$ cat src/rtl/object_spawner.sv
// Spawn parameter generator: LFSR-randomised launch data after a random tick delay.
// Optional spawn counter port enabled by defining SPAWN_COUNT_EN.
module object_spawner #(
   parameter int          DEPTH_BIT     = 18,
   parameter logic [15:0] LFSR_SEED     = 16'hACE1,
   parameter int          MIN_DELAY     = 8,
   parameter logic [7:0]  DELAY_MASK    = 8'h3F,
   parameter int          START_Y       = 375,
   parameter int          SPRITE_STRIDE = 8000
) (
   input  logic                 clk,
   input  logic                 rst,
   input  logic                 tick,
   input  logic                 req,
   input  logic                 ack,
   output logic                 valid,
   output logic [9:0]           initposx,
   output logic [9:0]           initposy,
   output logic [DEPTH_BIT-1:0] addr,
   output logic [9:0]           initvx,
   output logic [9:0]           initvy,
   output logic                 initdx
`ifdef SPAWN_COUNT_EN
   ,
   output logic [7:0]           spawn_count
`endif
);

   typedef enum logic [1:0] {
      S_IDLE,
      S_WAIT,
      S_READY
   } state_t;

   localparam logic [DEPTH_BIT-1:0] ADDR1 = DEPTH_BIT'(SPRITE_STRIDE);
   localparam logic [DEPTH_BIT-1:0] ADDR2 = DEPTH_BIT'(2 * SPRITE_STRIDE);
   localparam logic [DEPTH_BIT-1:0] ADDR3 = DEPTH_BIT'(3 * SPRITE_STRIDE);

   state_t               r_state;
   logic [15:0]          r_lfsr;
   logic [8:0]           r_cnt;
   logic                 r_valid;
   logic [9:0]           r_posx;
   logic [9:0]           r_posy;
   logic [9:0]           r_vx;
   logic [9:0]           r_vy;
   logic                 r_dx;
   logic [DEPTH_BIT-1:0] r_addr;

   logic [15:0]          w_lfsr_next;
   logic [8:0]           w_cnt_load;
   logic [9:0]           w_posx;
   logic [9:0]           w_vx;
   logic [9:0]           w_vy;
   logic [DEPTH_BIT-1:0] w_addr;

   // Galois form: shift right, fold the tap mask in when bit 0 falls out
   assign w_lfsr_next = {1'b0, r_lfsr[15:1]} ^ (r_lfsr[0] ? 16'hB400 : 16'h0000);
   assign w_cnt_load  = 9'(MIN_DELAY) + {1'b0, r_lfsr[7:0] & DELAY_MASK};
   assign w_posx      = 10'd16 + {1'b0, r_lfsr[8:0]};
   assign w_vx        = 10'd1 + {8'd0, r_lfsr[10:9]};
   assign w_vy        = 10'd4 + {8'd0, r_lfsr[12:11]};

   always_comb begin
      w_addr = '0;
      unique case (r_lfsr[14:13])
         2'd0:    w_addr = '0;
         2'd1:    w_addr = ADDR1;
         2'd2:    w_addr = ADDR2;
         default: w_addr = ADDR3;
      endcase
   end

   always_ff @(posedge clk) begin
      if (rst) begin
         r_state <= S_IDLE;
         r_lfsr  <= LFSR_SEED;
         r_cnt   <= '0;
         r_valid <= 1'b0;
         r_posx  <= '0;
         r_posy  <= '0;
         r_vx    <= '0;
         r_vy    <= '0;
         r_dx    <= 1'b0;
         r_addr  <= '0;
      end else begin
         r_lfsr <= w_lfsr_next;
         unique case (r_state)
            S_IDLE: begin
               if (req) begin
                  r_cnt   <= w_cnt_load;
                  r_state <= S_WAIT;
               end
            end
            S_WAIT: begin
               if (tick) begin
                  if (r_cnt > 9'd1) begin
                     r_cnt <= r_cnt - 9'd1;
                  end else begin
                     r_posx  <= w_posx;
                     r_dx    <= (w_posx < 10'd320);
                     r_vx    <= w_vx;
                     r_vy    <= w_vy;
                     r_posy  <= 10'(START_Y);
                     r_addr  <= w_addr;
                     r_valid <= 1'b1;
                     r_state <= S_READY;
                  end
               end
            end
            S_READY: begin
               if (ack) begin
                  r_valid <= 1'b0;
                  r_state <= S_IDLE;
               end
            end
            default: r_state <= S_IDLE;
         endcase
      end
   end

`ifdef SPAWN_COUNT_EN
   logic [7:0] r_count;

   always_ff @(posedge clk) begin
      if (rst) begin
         r_count <= '0;
      end else if (r_valid && ack) begin
         r_count <= r_count + 8'd1;
      end
   end

   assign spawn_count = r_count;
`endif

   assign valid    = r_valid;
   assign initposx = r_posx;
   assign initposy = r_posy;
   assign initvx   = r_vx;
   assign initvy   = r_vy;
   assign initdx   = r_dx;
   assign addr     = r_addr;

endmodule

$ cat config.mk
export PLATFORM = sky130hd
export DESIGN_NAME = object_spawner
export DESIGN_NICKNAME = d
export VERILOG_FILES = /design/src/rtl/object_spawner.sv
export SDC_FILE = /design/constraint.sdc
export NUM_CORES = 1
export LEC_CHECK = 0
export CAP_MARGIN = 20
export CORE_ASPECT_RATIO = 1.4
export CORE_MARGIN = 1.5
export CORE_UTILIZATION = 48
export DETAILED_ROUTE_END_ITERATION = 10
export PLACE_DENSITY = 0.85
export SLEW_MARGIN = 25
export SYNTH_ARGS = -nofsm -noshare
export SYNTH_HDL_FRONTEND = slang
export SYNTH_SLANG_ARGS = --single-unit
$ cat constraint.sdc
create_clock -name clk -period 2.2 [get_ports clk]
set_input_delay 0.55 -clock clk [delete_from_list [all_inputs] [get_ports clk]]
set_output_delay 0.55 -clock clk [all_outputs]
set_load 0.02 [all_outputs]
==> results of run 1 <==
## state kept, by name (all words and copies together), names as in the netlist
signal    flops
initvx        3
initposy      1
initposx     10
r_cnt         9
initvy        2
r_lfsr       16
initdx        1
r_state       2
valid         1
addr          6
## cell usage after synthesis (all sizes together) (2+ instances only)
cell / count
a211o: 2
a21oi: 29
a31oi: 3
and4: 2
buf: 39
clkbuf: 13
dfxtp: 51
ha: 9
inv: 6
mux2i: 2
nand2: 43
nand2b: 7
nand3: 6
nand4: 3
nor2: 10
nor2b: 8
nor3: 11
nor3b: 3
nor4: 2
o21ai: 3
o311ai: 3
o31ai: 3
or2: 6
or3: 5
or3b: 2
xnor2: 6
## per-layer routing
metal  wire length [um]  GRT usage  vias up
li1                   -          -      976
met1               1900      0.194      925
met2               2430      0.325       85
met3                284     0.0437       10
met4                108     0.0949        0
met5                  0          0        -
## worst paths after layout
path,slack [ps],depth (start not counted),endpoint,from
max reg2reg,280,6,r_cnt[6],r_cnt[0]
min reg2reg,450,1,r_lfsr[14],r_lfsr[15]
min,450,1,r_lfsr[14],r_lfsr[15]
max,220,1,initposy[5],initposy[0]
## through the flow
step / hold slack [ps] / util / power (W) / cells
global placement: 419 / 0.564 / 0.00180 / 375
detailed placement: 431 / 0.564 / 0.00182 / 375
floorplan: 414 / - / 0.00165 / 315
CTS: 453 / 0.583 / 0.00238 / 383
global route: 464 / 0.583 / 0.00251 / 383
finish: 448 / 0.583 / 0.00238 / 383
## power by group through the flow
stage          clock network [W]  registers [W]  logic [W]
3_5_place_dp                   0        0.00112   0.000700
4_1_cts                 0.000577        0.00110   0.000707
2_1_floorplan                  0        0.00113   0.000514
5_1_grt                 0.000619        0.00111   0.000776
6_report                0.000566        0.00110   0.000713
3_3_place_gp                   0        0.00112   0.000686
## cells by family after synthesis
logic type	share of synthesized area
flip-flops	0.412
buffers and inverters	0.148
AO/OA/AOI/OAI	0.125
multiplexers	0.00809
AND/OR/NAND/NOR	0.235
XOR/XNOR	0.0248
other	0.00151
adder cells (fa/ha/maj)	0.0455
## area by class of cell
| cell class | count | area [um2] |
|---|---|---|
| clock inverters | 1 | 8.76 |
| flip-flops and latches | 51 | 1020 |
| clock buffers | 7 | 86.3 |
| repair buffers | 48 | 468 |
| inverters | 6 | 22.5 |
| fillers | 426 | 2050 |
| well taps | 64 | 80.1 |
| multi-input cells | 206 | 1180 |
==> results.json, run 1 <==
{
  "ys_seq_area_frac": 0.412,
  "overflow": 0,
  "fp.dieArea_um2": 5600,
  "cpPeakStageDelay_ps": 660,
  "internal_power_w": 0.00157,
  "critical_path.top_delay_family": "buffers and inverters",
  "initial_core_util": 0.504,
  "numCtsBuffers": 5,
  "viasPerCell": 5.21,
  "crit_buf_inv": 1,
  "drive_above_1_share": 0.0815,
  "finalSetupViolations": 0,
  "rsz0062_at_grt": "no",
  "hold_violations": 0,
  "num_antenna_cells": 0,
  "cp_data_required_time_ps": 1650,
  "vias": 1996,
  "ys_ff_latch": 51,
  "syn_to_final_growth_pct": 15.9,
  "dp_hpwl_mm": 3.43,
  "gp_congestion": 0.852,
  "first_pass_iters": 4,
  "status": "completed",
  "core_area_um2": 4920,
  "ios": 65,
  "port_buffers": 38,
  "cts_resized": 0,
  "p_leak_nw": 1.10,
  "final_area_um2": 2870,
  "clockRootBuffer": "clkbuf_8",
  "ir_drop_mv": 0.380,
  "timing.fmax_mhz": 504,
  "p_per_area_nw_per_um2": 829,
  "synth_flop_cell": "dfxtp_1",
  "wire_per_inst_um": 12.3,
  "globalRouteTotalUtil": 0.180,
  "slew_violations": 0,
  "slowest_stage": "clkdlybuf4s50_1",
  "synth_edf_count": 0,
  "synth_top_cell_by_area": "dfxtp_1",
  "netlist_area_um2": 2480,
  "rows": 30,
  "place_area_um2": 2770,
  "start_kind": "flip-flop",
  "antenna_violating_nets_post_route": 0,
  "fp.dieH_um": 88.0,
  "drtIter0Drc": 73,
  "antenna_found_initial": 0,
  "routed_wl_mm": 4.73,
  "grt_max_degree": 36,
  "worst_pin_slew_ps": 536,
  "clock_path_buffers": 2,
  "maxSlewHeadroom": 0.640,
  "p_sw_w": 0.000807,
  "cap_violations": 0,
  "async_reset_ff_frac": 0,
  "final_cell_mix": "dfxtp_1, nand2_1, clkdlybuf4s50_1",
  "swShare": 0.339,
  "cts_htree_levels": 2,
  "cp_cell_sequence": "clkdlybuf4s50_1",
  "synth.avg_cell_area_um2": 8.54,
  "clk_pin_slew_ps": 90,
  "setup_slack_ps": 215,
  "min_period_ps": 1980,
  "synth_cell_types": 45,
  "min_period_over_period": 0.902,
  "clkPwrFrac": 0.238,
  "final_common_cell": "dfxtp_1",
  "clock-sinks": 51,
  "synth_top_area_frac": 0.412,
  "seqPwrFrac": 0.462,
  "arrival_ps": 1430,
  "drcViolationCount": 0,
  "grt_pass1_wl_mm": 7.94,
  "p_comb_frac": 0.300,
  "clk_latency_ps": 310,
  "skew_ps": 5.97,
  "layout.nets": 332,
  "min_path_type": "flip-flop to flip-flop",
  "synthCells": 290,
  "synth_warnings": 0,
  "critPathMaxFanout": 9,
  "postCtsHoldBufs": 0,
  "tns_ps": 0,
  "ys_top_cells_by_area": "dfxtp_1, buf_4, nand2_1, a21oi_1, ha_1",
  "grt_pass1_vias": 1811,
  "cts_tree": "done",
  "dp_slack_ps": 112,
  "post_cts_buffers": 0,
  "die_width_um": 63.7,
  "path_class": "flip-flop to output pin",
  "worstSetupEndpointType": "output pin"
}
Note: power is estimated with default switching activity, not from simulation.
==> run 2, diff against run 1 <==
HOLD_SLACK_MARGIN = 0.02   (was not set)
==> results of run 2 <==
No change in the layout: final DEF, timing and power equal those of run 1.
==> run 3, diff against run 2 <==
SLEW_MARGIN = 10   (was 25)
==> results of run 3 <==
No change in the layout: final DEF, timing and power equal those of run 1.
==> edit 1, RTL diff (settings of run 2) <==
Add a define of `SPAWN_COUNT_EN`.
--- a/src/rtl/object_spawner.sv
+++ b/src/rtl/object_spawner.sv
@@ -2,2 +2,4 @@
 // Optional spawn counter port enabled by defining SPAWN_COUNT_EN.
+`define SPAWN_COUNT_EN
+
 module object_spawner #(
Function (old outputs only; new: spawn_count): kept (Yosys induction, for registers that start in step).
==> edit 1 against run 2 <==
- count of clock-buffer cells in the layout is 5 higher
- register-to-register slack worse by 0.03 ns
- highest routed layer unchanged
- critical endpoint is now initposy[6]
- routed wire length is 13% higher
- worst setup slack better by 0.0049 ns
- synthesized area increased by 13%
- total power increased by 26%
- hold slack better by 0.0048 ns
- die area grew 12%
- sequential cell count grew 8
- final area up 18%
==> edit 1: results (changes against run 2) <==
Place
  • Buffers added on ports: 46 (was 38)
  • HPWL Detailed: 3.79 mm (was 3.43 mm)
  • Final GP Congestion: 0.859 (was 0.852)
  • Worst slack, placed: -0.0273 ns (was 0.112 ns)

Synthesis
  • Synth Flop Type: dfxtp_1 (unchanged)
  • Async set or reset register ratio after synthesis: 0 (unchanged)
  • Top cells by area, synth: dfxtp_1, buf_4, a21oi_1 (was dfxtp_1, buf_4, nand2_1)
  • Synth cell types: 44 (was 45)
  • Register area share after synthesis: 0.423 (was 0.412)
  • Yosys warns: 0 (unchanged)
  • Commonest cells in the synthesized netlist: dfxtp_1, buf_4, nand2_1 (was dfxtp_1, nand2_1, buf_4)

Route
  • 1st-pass router iterations: 7 (was 4)
  • Final WL: 5.34 mm (was 4.73 mm)
  • Initial DRC count: 103 (was 73)
  • Vias per inst: 5.12 (was 5.21)

Hold path
  • Type of the worst min-delay path: register to register (unchanged)
  • Hold Path Depth: 2 (was 1)

Cells and area
  • Biggest register: r_lfsr (unchanged)
  • Max reg flops: 16 (unchanged)
  • Number of diodes: 0 (unchanged)
  • Final #Nets: 375 (was 332)
  • Share of post-route cells with drive strength above 1: 0.104 (was 0.0815)

Global route
  • Vias in the first global route: 2127 (was 1811)
  • Initial antenna violation count: 0 (unchanged)
  • First-pass GRT wire length: 9.03 mm (was 7.94 mm)
  • Total GRT Usage: 0.189 (was 0.180)
  • Largest net degree at the start of global routing: 40 (was 36)

Critical path
  • Worst Path Max Fanout: 9 (unchanged)
  • Number of cells on the worst reg-to-reg path: 5 (was 6)
  • Slowest Stage Delay on Critical Path: ~0.65 ns
  • Slowest-stage cell, CP: clkdlybuf4s50_1 (unchanged)
  • CP top delay family: buffers and inverters (unchanged)
  • Crit path DAT: 1.43 ns (about the same)

Clock network
  • CTS H-Tree Depth: 3 (was 2)
  • Deepest clock path buffer count: 2 (unchanged)
  • Post_cts resized: 0 (unchanged)
  • Inserted Clock Buffers: 9 (was 5)
  • Clock transition at path regs: 0.06 ns (was 0.09 ns)
  • Clock root cell: clkbuf_8 (unchanged)
  • Worst-Skew Late Latency: 0.33 ns (was 0.31 ns)
  • Post-CTS setup repair buffer count: 0 (unchanged)

STA
  • Final Skew: 0.00632 ns (was 0.00597 ns)
  • Rel. slew slack: 0.568 (was 0.640)

Outcome
  • Status: finished clean (unchanged)

Pwr
  • Leak: 1.27 nW (was 1.10 nW)
  • VDD IR max: 0.407 mV (was 0.380 mV)

Run
  • Max Cap Viol: 0 (unchanged)
edit 1: cell count changes after synthesis, sizes merged, moves of 5 or more:
cell           run 2  this run
xor2               1         6
dfxtp             51        59
nand3              6        11
nand2             43        33
nor2              10        27
a211oi             1         8
edit 1: cell families (layout without fill, tap and decap cells):
kind of cell	count (synthesis)	count (layout)	synth area share
xor+xnor	15	15	0.0470
compound gates	55	55	0.125
flops	59	59	0.423
simple gates	118	118	0.218
fa+ha+maj	10	10	0.0448
buf+inv	61	81	0.138
mux	1	1	0.00358
other cells	1	26	0.00134
edit 1: worst paths after layout:
path,from,end,slack [ns]
max,initposy[0],initposy[6],0.22
min,initposx[9],initposx[9],0.45
max reg2reg,r_state[0],initposx[8],0.25
min reg2reg,initposx[9],initposx[9],0.45
edit 1: stage by stage:
stage               area, um2  cells
CTS                      3380    433
global placement         3160    417
floorplan                2890    345
detailed placement       3160    417
global route             3380    433
finish                   3380    433
edit 1: layer usage:
layer  part of all wire  GRT usage  wire [um]
met1               0.41      0.198       2170
met2               0.52      0.317       2800
met3              0.047     0.0578        250
met4              0.023      0.119        123
met5                  0          0          0
edit 1: area by class of cell:
class | count | area, um2
repair buffers | 56 | 543
clock buffers | 12 | 165
multi-input cells | 225 | 1320
inverters | 9 | 33.8
clock inverters | 4 | 47.5
flip-flops and latches | 59 | 1180
fillers | 474 | 2190
well taps | 68 | 85.1
edit 1: where the power goes:
group,internal [mW],switching [mW]
clock,0.611,0.418
combinational,0.317,0.387
sequential,1.16,0.105
total,2.09,0.910
==> edit 2, RTL diff (settings of run 2) <==
Made on the original files. The 3 states of `state_t` get a one-hot encoding in 3 bits.
--- a/src/rtl/object_spawner.sv
+++ b/src/rtl/object_spawner.sv
@@ -28,6 +28,6 @@
 
-   typedef enum logic [1:0] {
-      S_IDLE,
-      S_WAIT,
-      S_READY
+   typedef enum logic [2:0] {
+      S_IDLE  = 3'b001,
+      S_WAIT  = 3'b010,
+      S_READY = 3'b100
    } state_t;
Behaviour: no difference found for any inputs over 10 cycles, from zero or initial values and one cycle with rst high; not proved beyond that.
==> edit 2 against run 2 <==
- critical path depth did not move
- sequential share of layout area fell by 0.33 points
- count of clock-buffer cells in the layout fell by 2
- routed wire length rose by 1.9%
- final area rose by 2.9%
- worst setup slack improved by 0.022 ns
- final cell count rose by 0.52%
- sequential cell count rose by 1
- synthesized area rose by 2.7%
- critical path type unchanged
Power is not compared: it rests on default switching activity, and its combinational part moved more than twofold at a synthesized area within 25%.
==> edit 2: results (changes against run 2) <==
Cells and area
  • Non-CTS buffers: 46 (was 48)
  • Number of diodes: 0 (unchanged)
  • Comb_multi_in: 206 (unchanged)
  • # fillers: 462 (was 426)
  • Share of post-route cells with drive strength above 1: 0.103 (was 0.0815)
  • Inverters excl. clock: 7 (was 6)
  • Register area: 0.00104 mm2 (was 0.00102 mm2)
  • Non-clock buffering overhead: 0.162 (was 0.163)
  • Final #Nets: 332 (unchanged)
  • Area growth syn-to-layout: 16.1% (was 15.9%)
  • Max reg flops: 16 (unchanged)
  • Multi-input logic portion of the cell area: 0.419 (was 0.412)
  • Layout clock area frac: 0.0297 (was 0.0331)

Route
  • Vias: 2003 (was 1996)
  • Initial DRC count: 79 (was 73)
  • DR WL/cell: 12.5 um (was 12.3 um)
  • Vias per inst: 5.20 (was 5.21)

Global route
  • Initial antenna violation count: 0 (unchanged)
  • Total GRT Usage: 0.173 (was 0.180)
  • Largest net degree at the start of global routing: 38 (was 36)
  • First-pass GRT wire length: 7.85 mm (was 7.94 mm)
  • Vias in the first global route: 1808 (was 1811)

Critical path
  • Slowest-stage cell, CP: clkdlybuf4s50_1 (unchanged)
  • Crit path DAT: 1.41 ns (was 1.43 ns)
  • Slowest Stage Delay on Critical Path: 0.66 ns (about the same)
  • CP top delay family: buffers and inverters (unchanged)

Pwr
  • VDD IR max: ~0.3 mV
  • Leak: approximately 1.1 nW
  • Pwr/cell area: ~630 mW/mm2

STA
  • Final hold violations: 0 (unchanged)
  • Worst Max-Slew Pin Slew: 0.513 ns (was 0.536 ns)
  • Final Skew: 0.00987 ns (was 0.00597 ns)

Synthesis
  • Post-synthesis sequential element count: 52 (was 51)
  • Register area share after synthesis: 0.409 (was 0.412)
  • Commonest cells in the synthesized netlist: dfxtp_1, buf_4, nand2_1 (was dfxtp_1, nand2_1, buf_4)
  • Synth Instances: 289 (was 290)
  • Synth cell types: 52 (was 45)
  • Top cells by area, synth: dfxtp_1, buf_4, nand2_1 (unchanged)
  • Yosys warns: 0 (unchanged)

Clock network
  • Deepest clock path buffer count: 2 (unchanged)
  • Clock transition at path regs: 0.10 ns
  • Clock root cell: clkbuf_8 (unchanged)
  • Worst-Skew Late Latency: approximately 0.30 ns
  • CTS H-Tree Depth: 2 (unchanged)

Place
  • Final GP Congestion: 0.856 (was 0.852)
  • Cell total after placement: 377 (was 375)
  • Post-DP Area: 0.00287 mm2 (was 0.00277 mm2)
  • HPWL Detailed: 3.49 mm (was 3.43 mm)

Hold path
  • Type of the worst min-delay path: register to register (unchanged)

Outcome
  • Status: finished clean (unchanged)
## edit 2: cell count changes after synthesis, sizes merged, moves of 3 or more
cell    delta
a211oi     +5
a21oi      -4
and3       +3
buf        +3
clkbuf     -6
nand2      -6
nand2b     -7
nor2      +13
nor3       -4
o311ai     -3
## edit 2: worst paths after layout
check,from,end,slack [ns],depth (start not counted)
setup / recovery,initposy[0],initposy[2],0.24,1
setup reg to reg,r_cnt[5],r_cnt[7],0.47,4
hold reg to reg,r_lfsr[15],r_lfsr[14],0.44,1
hold / removal,r_lfsr[15],r_lfsr[14],0.44,1
## edit 2: power by group
group	internal [mW]	total [mW]	switching, mW	leakage (nW)
clock	0.222	0.530	0.307	0.0479
sequential	0.980	1.03	0.0457	0.425
combinational	0.125	0.312	0.187	0.627
## edit 2: cell families after synthesis
family | count (synthesis) | synth area share
AND/OR/NAND/NOR | 109 | 0.228
buffers and inverters | 56 | 0.141
AO/OA/AOI/OAI | 55 | 0.152
flip-flops | 52 | 0.409
adder cells (fa/ha/maj) | 9 | 0.0443
XOR/XNOR | 7 | 0.0241
other | 1 | 0.00147
## edit 2: metal layers
layer  vias up  track usage  wire length (um)
li1        989            -                 -
met4         0       0.0986                72
met2        70        0.329              2640
met5         -            0                 0
met1       937        0.177              1910
met3         7       0.0340               195
## edit 2: through the flow
stage	power (mW)	setup slack [ns]	hold WS (ns)
2_1_floorplan	1.31	0.582	0.414
3_3_place_gp	1.34	0.138	0.421
3_5_place_dp	1.35	0.0995	0.430
4_1_cts	1.88	0.204	0.449
5_1_grt	1.95	0.150	0.457
6_report	1.87	0.238	0.439
